--- src/rtl/hedios_command_engine.sv ---
// hedios_command_engine: Hedios second-generation packet controller.
// Pops {command, data} packets from the RX queue, executes them for one
// cycle and pushes exactly one response packet to the TX queue. Lost-data
// reports and unsolicited pings are injected ahead of queued packets.
// Optional build macro: HEDIOS_STATS_EN adds saturating ok/error counters
// read and cleared by command 0x07.
module hedios_command_engine #(
  parameter int         DATA_WIDTH       = 32,
  parameter int         SLOT_COUNT       = 4,
  parameter int         ACTION_COUNT     = 4,
  parameter int         CTRL_COUNT       = 2,
  parameter int         RST_PULSE_CYCLES = 16,
  parameter logic [7:0] VERSION          = 8'h02
) (
  input  logic                             clk,
  input  logic                             rst,
  input  logic                             rx_empty,
  input  logic                             rx_lost_data,
  input  logic [7:0]                       rx_command,
  input  logic [DATA_WIDTH-1:0]            rx_data,
  output logic                             rx_pop_packet,
  input  logic                             tx_full,
  output logic [7:0]                       tx_command,
  output logic [DATA_WIDTH-1:0]            tx_data,
  output logic                             tx_push_packet,
  input  logic                             send_ping,
  input  logic [SLOT_COUNT*DATA_WIDTH-1:0] slots,
  output logic [ACTION_COUNT-1:0]          actions,
  output logic [DATA_WIDTH-1:0]            action_argument,
  output logic [CTRL_COUNT*DATA_WIDTH-1:0] ctrl_regs,
  output logic                             rst_device,
  output logic [7:0]                       last_command,
  output logic                             busy
);

  localparam int CNT_W = $clog2(RST_PULSE_CYCLES + 1);
  localparam logic [CNT_W-1:0] CNT_LOAD = CNT_W'(RST_PULSE_CYCLES);
  localparam logic [31:0] PING_WORD = {VERSION, 8'h53, 8'h44, 8'h48};
  localparam logic [DATA_WIDTH-1:0] PING_DATA = DATA_WIDTH'(PING_WORD);

  typedef enum logic [1:0] {ST_IDLE, ST_EXEC, ST_RESPOND} state_t;

  state_t                          state_q, state_d;
  logic [7:0]                      cmd_q, cmd_d;
  logic [DATA_WIDTH-1:0]           data_q, data_d;
  logic [7:0]                      last_cmd_q, last_cmd_d;
  logic [DATA_WIDTH-1:0]           arg_q, arg_d;
  logic [CTRL_COUNT*DATA_WIDTH-1:0] ctrl_q, ctrl_d;
  logic [7:0]                      tx_cmd_q, tx_cmd_d;
  logic [DATA_WIDTH-1:0]           tx_data_q, tx_data_d;
  logic                            ping_pending_q, ping_pending_d;
  logic                            lost_reported_q, lost_reported_d;
  logic                            send_ping_q;
  logic                            resp_ping_q, resp_ping_d;
  logic [CNT_W-1:0]                rst_cnt_q, rst_cnt_d;
`ifdef HEDIOS_STATS_EN
  logic [15:0]                     cmd_ok_q, cmd_ok_d;
  logic [15:0]                     cmd_err_q, cmd_err_d;
  logic                            stats_clr;
`endif

  logic                  ping_rise;
  logic                  lost_event;
  logic                  resp_err;
  logic                  slot_ok;
  logic [DATA_WIDTH-1:0] slot_sel;
  logic                  act_ok;
  logic                  ctrl_ok;

  assign ping_rise  = send_ping && !send_ping_q;
  assign lost_event = rx_lost_data && !lost_reported_q;
  assign act_ok     = data_q < DATA_WIDTH'(ACTION_COUNT);
  assign ctrl_ok    = data_q < DATA_WIDTH'(CTRL_COUNT);

  // Slot mux: full-width index compare, so oversize indices never alias.
  always_comb begin
    slot_sel = '0;
    slot_ok  = 1'b0;
    for (int i = 0; i < SLOT_COUNT; i++) begin
      if (data_q == DATA_WIDTH'(i)) begin
        slot_sel = slots[i*DATA_WIDTH +: DATA_WIDTH];
        slot_ok  = 1'b1;
      end
    end
  end

  // Next-state, response selection and command side effects.
  always_comb begin
    state_d         = state_q;
    cmd_d           = cmd_q;
    data_d          = data_q;
    last_cmd_d      = last_cmd_q;
    arg_d           = arg_q;
    ctrl_d          = ctrl_q;
    tx_cmd_d        = tx_cmd_q;
    tx_data_d       = tx_data_q;
    ping_pending_d  = ping_pending_q;
    lost_reported_d = lost_reported_q && rx_lost_data;
    resp_ping_d     = resp_ping_q;
    rst_cnt_d       = (rst_cnt_q != '0) ? rst_cnt_q - CNT_W'(1) : '0;
    rx_pop_packet   = 1'b0;
    tx_push_packet  = 1'b0;
    actions         = '0;
    resp_err        = 1'b0;
`ifdef HEDIOS_STATS_EN
    cmd_ok_d        = cmd_ok_q;
    cmd_err_d       = cmd_err_q;
    stats_clr       = 1'b0;
`endif

    case (state_q)
      ST_IDLE: begin
        if (lost_event) begin
          tx_cmd_d        = 8'hFE;
          tx_data_d       = '0;
          lost_reported_d = 1'b1;
          resp_ping_d     = 1'b0;
          state_d         = ST_RESPOND;
        end else if (ping_pending_q) begin
          tx_cmd_d    = 8'h01;
          tx_data_d   = PING_DATA;
          resp_ping_d = 1'b1;
          state_d     = ST_RESPOND;
        end else if (!rx_empty) begin
          rx_pop_packet = 1'b1;
          cmd_d         = rx_command;
          data_d        = rx_data;
          last_cmd_d    = rx_command;
          state_d       = ST_EXEC;
        end
      end

      ST_EXEC: begin
        resp_ping_d = 1'b0;
        tx_cmd_d    = cmd_q;
        tx_data_d   = data_q;
        case (cmd_q)
          8'h01: tx_data_d = PING_DATA;
          8'h02: begin
            if (slot_ok) tx_data_d = slot_sel;
            else         resp_err  = 1'b1;
          end
          8'h03: arg_d = data_q;
          8'h04: begin
            if (act_ok) begin
              for (int i = 0; i < ACTION_COUNT; i++)
                actions[i] = (data_q == DATA_WIDTH'(i));
            end else begin
              resp_err = 1'b1;
            end
          end
          8'h05: begin
            if (ctrl_ok) begin
              for (int i = 0; i < CTRL_COUNT; i++)
                if (data_q == DATA_WIDTH'(i))
                  ctrl_d[i*DATA_WIDTH +: DATA_WIDTH] = arg_q;
            end else begin
              resp_err = 1'b1;
            end
          end
          8'h06: begin
            rst_cnt_d = CNT_LOAD;
            tx_data_d = '0;
          end
`ifdef HEDIOS_STATS_EN
          8'h07: begin
            tx_data_d = DATA_WIDTH'({cmd_err_q, cmd_ok_q});
            stats_clr = 1'b1;
          end
`endif
          default: resp_err = 1'b1;
        endcase
        if (resp_err) begin
          tx_cmd_d  = 8'hFF;
          tx_data_d = {cmd_q, {(DATA_WIDTH-8){1'b0}}};
        end
`ifdef HEDIOS_STATS_EN
        if (stats_clr) begin
          cmd_ok_d  = '0;
          cmd_err_d = '0;
        end else if (resp_err) begin
          if (cmd_err_q != 16'hFFFF) cmd_err_d = cmd_err_q + 16'd1;
        end else begin
          if (cmd_ok_q != 16'hFFFF) cmd_ok_d = cmd_ok_q + 16'd1;
        end
`endif
        state_d = ST_RESPOND;
      end

      ST_RESPOND: begin
        if (!tx_full) begin
          tx_push_packet = 1'b1;
          if (resp_ping_q) ping_pending_d = 1'b0;
          state_d = ST_IDLE;
        end
      end

      default: state_d = ST_IDLE;
    endcase

    // A fresh ping request wins over the clear of one just being pushed.
    if (ping_rise) ping_pending_d = 1'b1;
  end

  // State registers with asynchronous reset.
  always_ff @(posedge clk or posedge rst) begin
    if (rst) begin
      state_q         <= ST_IDLE;
      cmd_q           <= '0;
      data_q          <= '0;
      last_cmd_q      <= '0;
      arg_q           <= '0;
      ctrl_q          <= '0;
      tx_cmd_q        <= '0;
      tx_data_q       <= '0;
      ping_pending_q  <= 1'b0;
      lost_reported_q <= 1'b0;
      send_ping_q     <= 1'b0;
      resp_ping_q     <= 1'b0;
      rst_cnt_q       <= '0;
`ifdef HEDIOS_STATS_EN
      cmd_ok_q        <= '0;
      cmd_err_q       <= '0;
`endif
    end else begin
      state_q         <= state_d;
      cmd_q           <= cmd_d;
      data_q          <= data_d;
      last_cmd_q      <= last_cmd_d;
      arg_q           <= arg_d;
      ctrl_q          <= ctrl_d;
      tx_cmd_q        <= tx_cmd_d;
      tx_data_q       <= tx_data_d;
      ping_pending_q  <= ping_pending_d;
      lost_reported_q <= lost_reported_d;
      send_ping_q     <= send_ping;
      resp_ping_q     <= resp_ping_d;
      rst_cnt_q       <= rst_cnt_d;
`ifdef HEDIOS_STATS_EN
      cmd_ok_q        <= cmd_ok_d;
      cmd_err_q       <= cmd_err_d;
`endif
    end
  end

  assign tx_command      = tx_cmd_q;
  assign tx_data         = tx_data_q;
  assign action_argument = arg_q;
  assign ctrl_regs       = ctrl_q;
  assign rst_device      = (rst_cnt_q != '0);
  assign last_command    = last_cmd_q;
  assign busy            = (state_q != ST_IDLE);

endmodule

--- config.mk ---
export PLATFORM = sky130hd
export DESIGN_NAME = hedios_command_engine
export DESIGN_NICKNAME = d
export VERILOG_FILES = /design/src/rtl/hedios_command_engine.sv
export SDC_FILE = /design/constraint.sdc
export NUM_CORES = 1
export LEC_CHECK = 0
export CORE_MARGIN = 2
export CORE_UTILIZATION = 49
export CTS_BUF_LIST = sky130_fd_sc_hd__clkbuf_4 sky130_fd_sc_hd__clkbuf_8
export CTS_CLUSTER_DIAMETER = 100
export DETAILED_ROUTE_END_ITERATION = 8
export GPL_TIMING_DRIVEN = 0
export PLACE_DENSITY = 0.84
export SLEW_MARGIN = 15
export SYNTH_ARGS = -nofsm -noshare
export SYNTH_HDL_FRONTEND = slang
export SYNTH_SLANG_ARGS = --single-unit
--- constraint.sdc ---
create_clock -name clk -period 11.05 [get_ports clk]
set_clock_uncertainty 0.15 [all_clocks]
set_input_delay 1.105 -clock clk [delete_from_list [all_inputs] [get_ports clk]]
set_output_delay 1.105 -clock clk [all_outputs]
set_load 0.01 [all_outputs]
[Word-level counts from Yosys, hierarchy flattened]
Cells that the tools add are included.
Storage, ports and cells
  register bits: 187
  output and inout port bits: 152
Cells by class
  mux-type cells: 49
  add/subtract/negate cells: 1
  bitwise logic cells: 3
  equality and inequality tests: 15
  reductions and logical operators: 20
  order comparisons: 2
Operators by type and width (count)
  2-to-1 mux 32 bit: 8
  case mux 32 bit (3 select lines): 1
  equality test 32 x 2 -> 1 bit, second input constant: 2
  case mux 32 bit (2 select lines): 1
  equality test 32 x 1 -> 1 bit, second input constant: 1
  zero test 32 bit: 1
  less-than comparator 32 x 2 -> 1 bit, second input constant: 1
  less-than comparator 32 x 3 -> 1 bit, second input constant: 1
  equality test 8 x 3 -> 1 bit, second input constant: 3
  2-to-1 mux 8 bit: 3
  2-to-1 mux 1 bit: 22
  equality test 8 x 2 -> 1 bit, second input constant: 2
  case mux 8 bit (2 select lines): 1
  2-to-1 mux 5 bit: 3
  2-to-1 mux 4 bit: 3
  AND reduction 4 bit: 3
  equality test 8 x 1 -> 1 bit, second input constant: 1
  2-to-1 mux 2 bit: 4
  nonzero test 2 bit: 4
  case mux 2 bit (3 select lines): 1
  AND reduction 2 bit: 3
  nonzero test 5 bit: 1
  subtractor 5 x 1 -> 5 bit, second input constant: 1
  != test 4 bit, second input constant: 1
  13 further kinds: 18

[Longest topological paths before layout]
  word-level depth: 10
  mapped depth: 9
  gate-level depth less buffers: 6

[Worst setup path after synthesis]
OpenSTA, ideal clock, no wires.
  path type: reg2out
  from: register, netlist name last_command[4]
  to: output port actions[0]
  path slack: 7.354 ns
  stages on the path, launching flop included: 7
  buffers on the path: 1
  arrival time: 2.441 ns
  path through: dfrtp_1 > or4_1 > buf_2 > or2_4 > or3_4 > or3_1 > nor4_1
RTL lines
  to (decl): line 28  | output logic [ACTION_COUNT-1:0] actions,

[Worst setup path in the final report]
  from: register data_q[10]
  to: output port actions[0]
Between the ends
  longest elaborated chain between the ends: 4
  elaborated cells between the ends (all ways): 5
  those cells by class: order compare (1); mux (3); reduce/logical (1)
Ends and longest elaborated chain
  from (decl): line 45  | logic [DATA_WIDTH-1:0] data_q, data_d;
  from (signal assigned): line 228  | data_q <= data_d;
  less-than comparator 32 x 3 -> 1 bit / zero test 32 bit (equally long branches): line 72, 147
  2-to-1 mux 4 bit *: line 145  | if (act_ok) begin
  2-to-1 mux 4 bit *: line 137  | case (cmd_q)
  2-to-1 mux 4 bit *: line 111  | case (state_q)
Mark *: on every way between the ends. The rest lies on a longest branch, timed or not.

==> results.sh <==
export IMPL_status="complete, no violations"
export IMPL_p_per_area_nw_per_um2=181
export IMPL_min_to="ping_pending_q"
export IMPL_r2r_cells=7
export IMPL_hold_buffers=0
export IMPL_rrSetupSlack_ns=7.46
export IMPL_wl_met3_um=2430
export IMPL_yosys_area_share_simple=0.0833
export IMPL_cts_root_buf="clkbuf_8"
export IMPL_dr_pass1_iters=5
export IMPL_timing_final_ws_setup_ns=5.89
export IMPL_ys_types=52
export IMPL_synthArstFlopShare=1.00
export IMPL_met2_length_um=14000
export IMPL_route_final_wire_length_um=28800
export IMPL_synth_top_family_by_area="multiplexers"
export IMPL_worst_setup_path_type="flip-flop to output port"
export IMPL_fp_dieH_um=136
export IMPL_slew_violations=0
export IMPL_grt_max_degree=97
export IMPL_ir_drop_uv=104
export IMPL_synth_ff_type="dfrtp_1"
export IMPL_clockBufferDepth=2
export IMPL_grt_overflow_total=0
export IMPL_period_share=0.467
export IMPL_ant_nets=0
export IMPL_yosys_top_cells_area="dfrtp_1 (55%), mux2_2 (19%), mux4_2 (3.4%)"
export IMPL_io_pin_count=326
export IMPL_path_clk_slew_ns=0.10
export IMPL_synth_top_area_share=0.546
export IMPL_cp_arrival_ns=3.91
export IMPL_dieArea_um2=18600
export IMPL_startpoint_type="flip-flop"
export IMPL_synth_common_cells="dfrtp_1 (187), mux2_2 (146), nand2_1 (44)"
export IMPL_tightest_slew_ns=0.996
export IMPL_r2r_end="tx_command[5]"
export IMPL_port_buffer_count=325
export IMPL_yosys_warnings=0
export IMPL_drt_vias_per_instance=5.76
export IMPL_synthMuxAreaShare=0.234
export IMPL_synth_compound_area_frac=0.103
export IMPL_drc_errors=0
export IMPL_diodes=0
export IMPL_setup_viol=0
export IMPL_syn_nets=855
export IMPL_postCtsSetupRepairBufs=0
export IMPL_num_vias=7283
export IMPL_placed_cells=1232
export IMPL_synth_edf_count=0
export IMPL_die_w_um=136
export IMPL_leakagePower_nw=5.40
export IMPL_cts_max_level=4
export IMPL_gp_congestion=0.912
export IMPL_cts_tree="yes"
export IMPL_coreArea_um2=17200
export IMPL_grtUsageTotal=0.316
export IMPL_synth_most_common_cell="dfrtp_1"
export IMPL_clkLatencyLatePin_ns=0.47
export IMPL_period_needed_ns=5.16
export IMPL_endpoint_kind="output port"
export IMPL_start_util=0.499
export IMPL_place_hpwl_um=21800
export IMPL_fp_row_count=48
export IMPL_whs_ns=0.291
export IMPL_synth_adder_area_share=0.00146
export IMPL_netlist_instances=680
export IMPL_num_fill_cells=1228
export IMPL_grt_pass1_wl_um=43400
export IMPL_stdcell_count=1264
export IMPL_setup_tns_ns=0
export IMPL_max_clock_freq_mhz=194
export IMPL_cts_sinks=187
export IMPL_ys_seq_area_frac=0.546
export IMPL_syn_area_um2=8580
export IMPL_wl_per_cell_um=22.8
export IMPL_cts_resized=0
export IMPL_maxSlewHeadroom=0.329
export IMPL_drt_met1_wl_um=11600
export IMPL_synth_avg_cell_area_um2=12.6
export IMPL_top_layer_used="met5"
export IMPL_grt_antenna_before_repair=1
export IMPL_hold_path_depth=1
export IMPL_cp_required_ns=9.80
export IMPL_finalHoldViolCount=0
export IMPL_hp_start="send_ping_q"
export IMPL_timing_rr_start="data_q[10]"
export IMPL_rsz0062_at_grt="no"
export IMPL_drtIter0Drc=486
export IMPL_dp_slack_ns=6.45
export IMPL_path_max_fanout=10
export IMPL_area_growth_syn_to_layout_pct=46.4
export IMPL_cts_buffers_inserted=17
export IMPL_cap_violations=0
export IMPL_grt_pass1_vias=7485
export IMPL_drive_gt1_frac=0.211
export IMPL_hold_class="flip-flop to flip-flop"
export IMPL_finalNetCount=1201
export IMPL_startpoint="data_q[10]"
export IMPL_yosys_register_bits=187
export IMPL_yosysTopAreaCell="dfrtp_1"
export IMPL_synth_xor_area_frac=0.00204
sequential cells by signal, summed over array words and instances, names as in the netlist:
register and cells:
action_argument 32, ctrl_regs 64, data_q 32, last_command 8, lost_reported_q 1, ping_pending_q 1
resp_ping_q 1, rst_cnt_q 5, send_ping_q 1, state_q 2, tx_command 8, tx_data 32
per-stage QoR:
step / total power, W / utilization / cell area (µm²)
detailed placement: 0.00182 / 0.708 / 12200
finish: 0.00228 / 0.731 / 12600
global route: 0.00239 / 0.731 / 12600
floorplan: 0.00141 / - / 8580
global placement: 0.00180 / 0.705 / 12100
CTS: 0.00228 / 0.731 / 12600
worst max path at each step:
stage	endpoint	slack (ns)	depth (start not counted)
2_1_floorplan	action_argument[0]	4.71	1
3_3_place_gp	tx_data[29]	2.31	2
3_5_place_dp	actions[2]	6.45	7
4_1_cts	actions[2]	5.92	7
5_1_grt	actions[0]	5.77	7
6_report	actions[0]	5.89	7
routing by layer:
layer,vias to the layer above,GRT usage
met4,2,0.106
met5,-,0
met2,380,0.516
li1,3220,-
met3,59,0.0880
met1,3622,0.406
worst max-delay path, stage by stage, from the launching register on:
cell             delay (ns)
dfrtp_1                0.49
nor4_1                 0.60
and4_1                 0.32
clkbuf_1               0.23
nand2_1                0.33
or3_1                  0.56
nor4_1                 0.25
clkdlybuf4s50_1        0.66
cells in the final DEF, fill, tap and decap left out, types with 3 or more instances in the layout:
cell / Yosys / routed
a211oi_1: 3 / 3
a21oi_1: 13 / 13
a22o_1: 16 / 16
a22oi_1: 6 / 6
a32oi_1: 3 / 3
and2_1: 3 / 3
and3_1: 4 / 4
and4_1: 3 / 3
buf_1: 4 / 4
buf_2: 8 / 9
buf_6: 6 / 6
clkbuf_1: 30 / 30
clkbuf_8: 0 / 19
clkdlybuf4s50_1: 0 / 325
dfrtp_1: 187 / 187
inv_1: 7 / 6
inv_6: 0 / 4
inv_8: 0 / 4
mux2_1: 3 / 3
mux2_2: 146 / 146
mux4_2: 13 / 13
nand2_1: 44 / 44
nand2b_1: 5 / 5
nand3_1: 7 / 7
nand4_1: 3 / 3
nor2_1: 27 / 27
nor2b_1: 5 / 5
nor3_1: 6 / 6
nor4_1: 16 / 15
o21ai_0: 32 / 32
o21ai_1: 4 / 4
o22ai_1: 24 / 24
o31ai_1: 19 / 18
or3_1: 3 / 3
logic make-up (layout without fill, tap and decap cells):
kind of cell,Yosys count,in the layout
simple gates,136,136
xor+xnor,2,2
mux,165,165
compound gates,134,134
buf+inv,55,414
fa+ha+maj,1,1
flops,187,187
cell type report:
| cell class | count | area [µm²] | area share |
|---|---|---|---|
| repair buffers | 327 | 3290 | 0.262 |
| well taps | 225 | 282 | 0.0224 |
| inverters | 7 | 33.8 | 0.00269 |
| flip-flops and latches | 187 | 4680 | 0.373 |
| plain buffers | 48 | 235 | 0.0187 |
| multi-input cells | 438 | 3650 | 0.290 |
| clock buffers | 20 | 269 | 0.0214 |
| clock inverters | 12 | 126 | 0.0101 |
report_power, final:
part / switching, W / internal [W] / leakage [nW]
sequential: 0.000144 / 0.000810 / 2.49
combinational: 0.000458 / 0.000411 / 2.71
clock: 0.000273 / 0.000182 / 0.200
total: 0.000875 / 0.00140 / 5.40
Power figures use the tool's default switching activity.
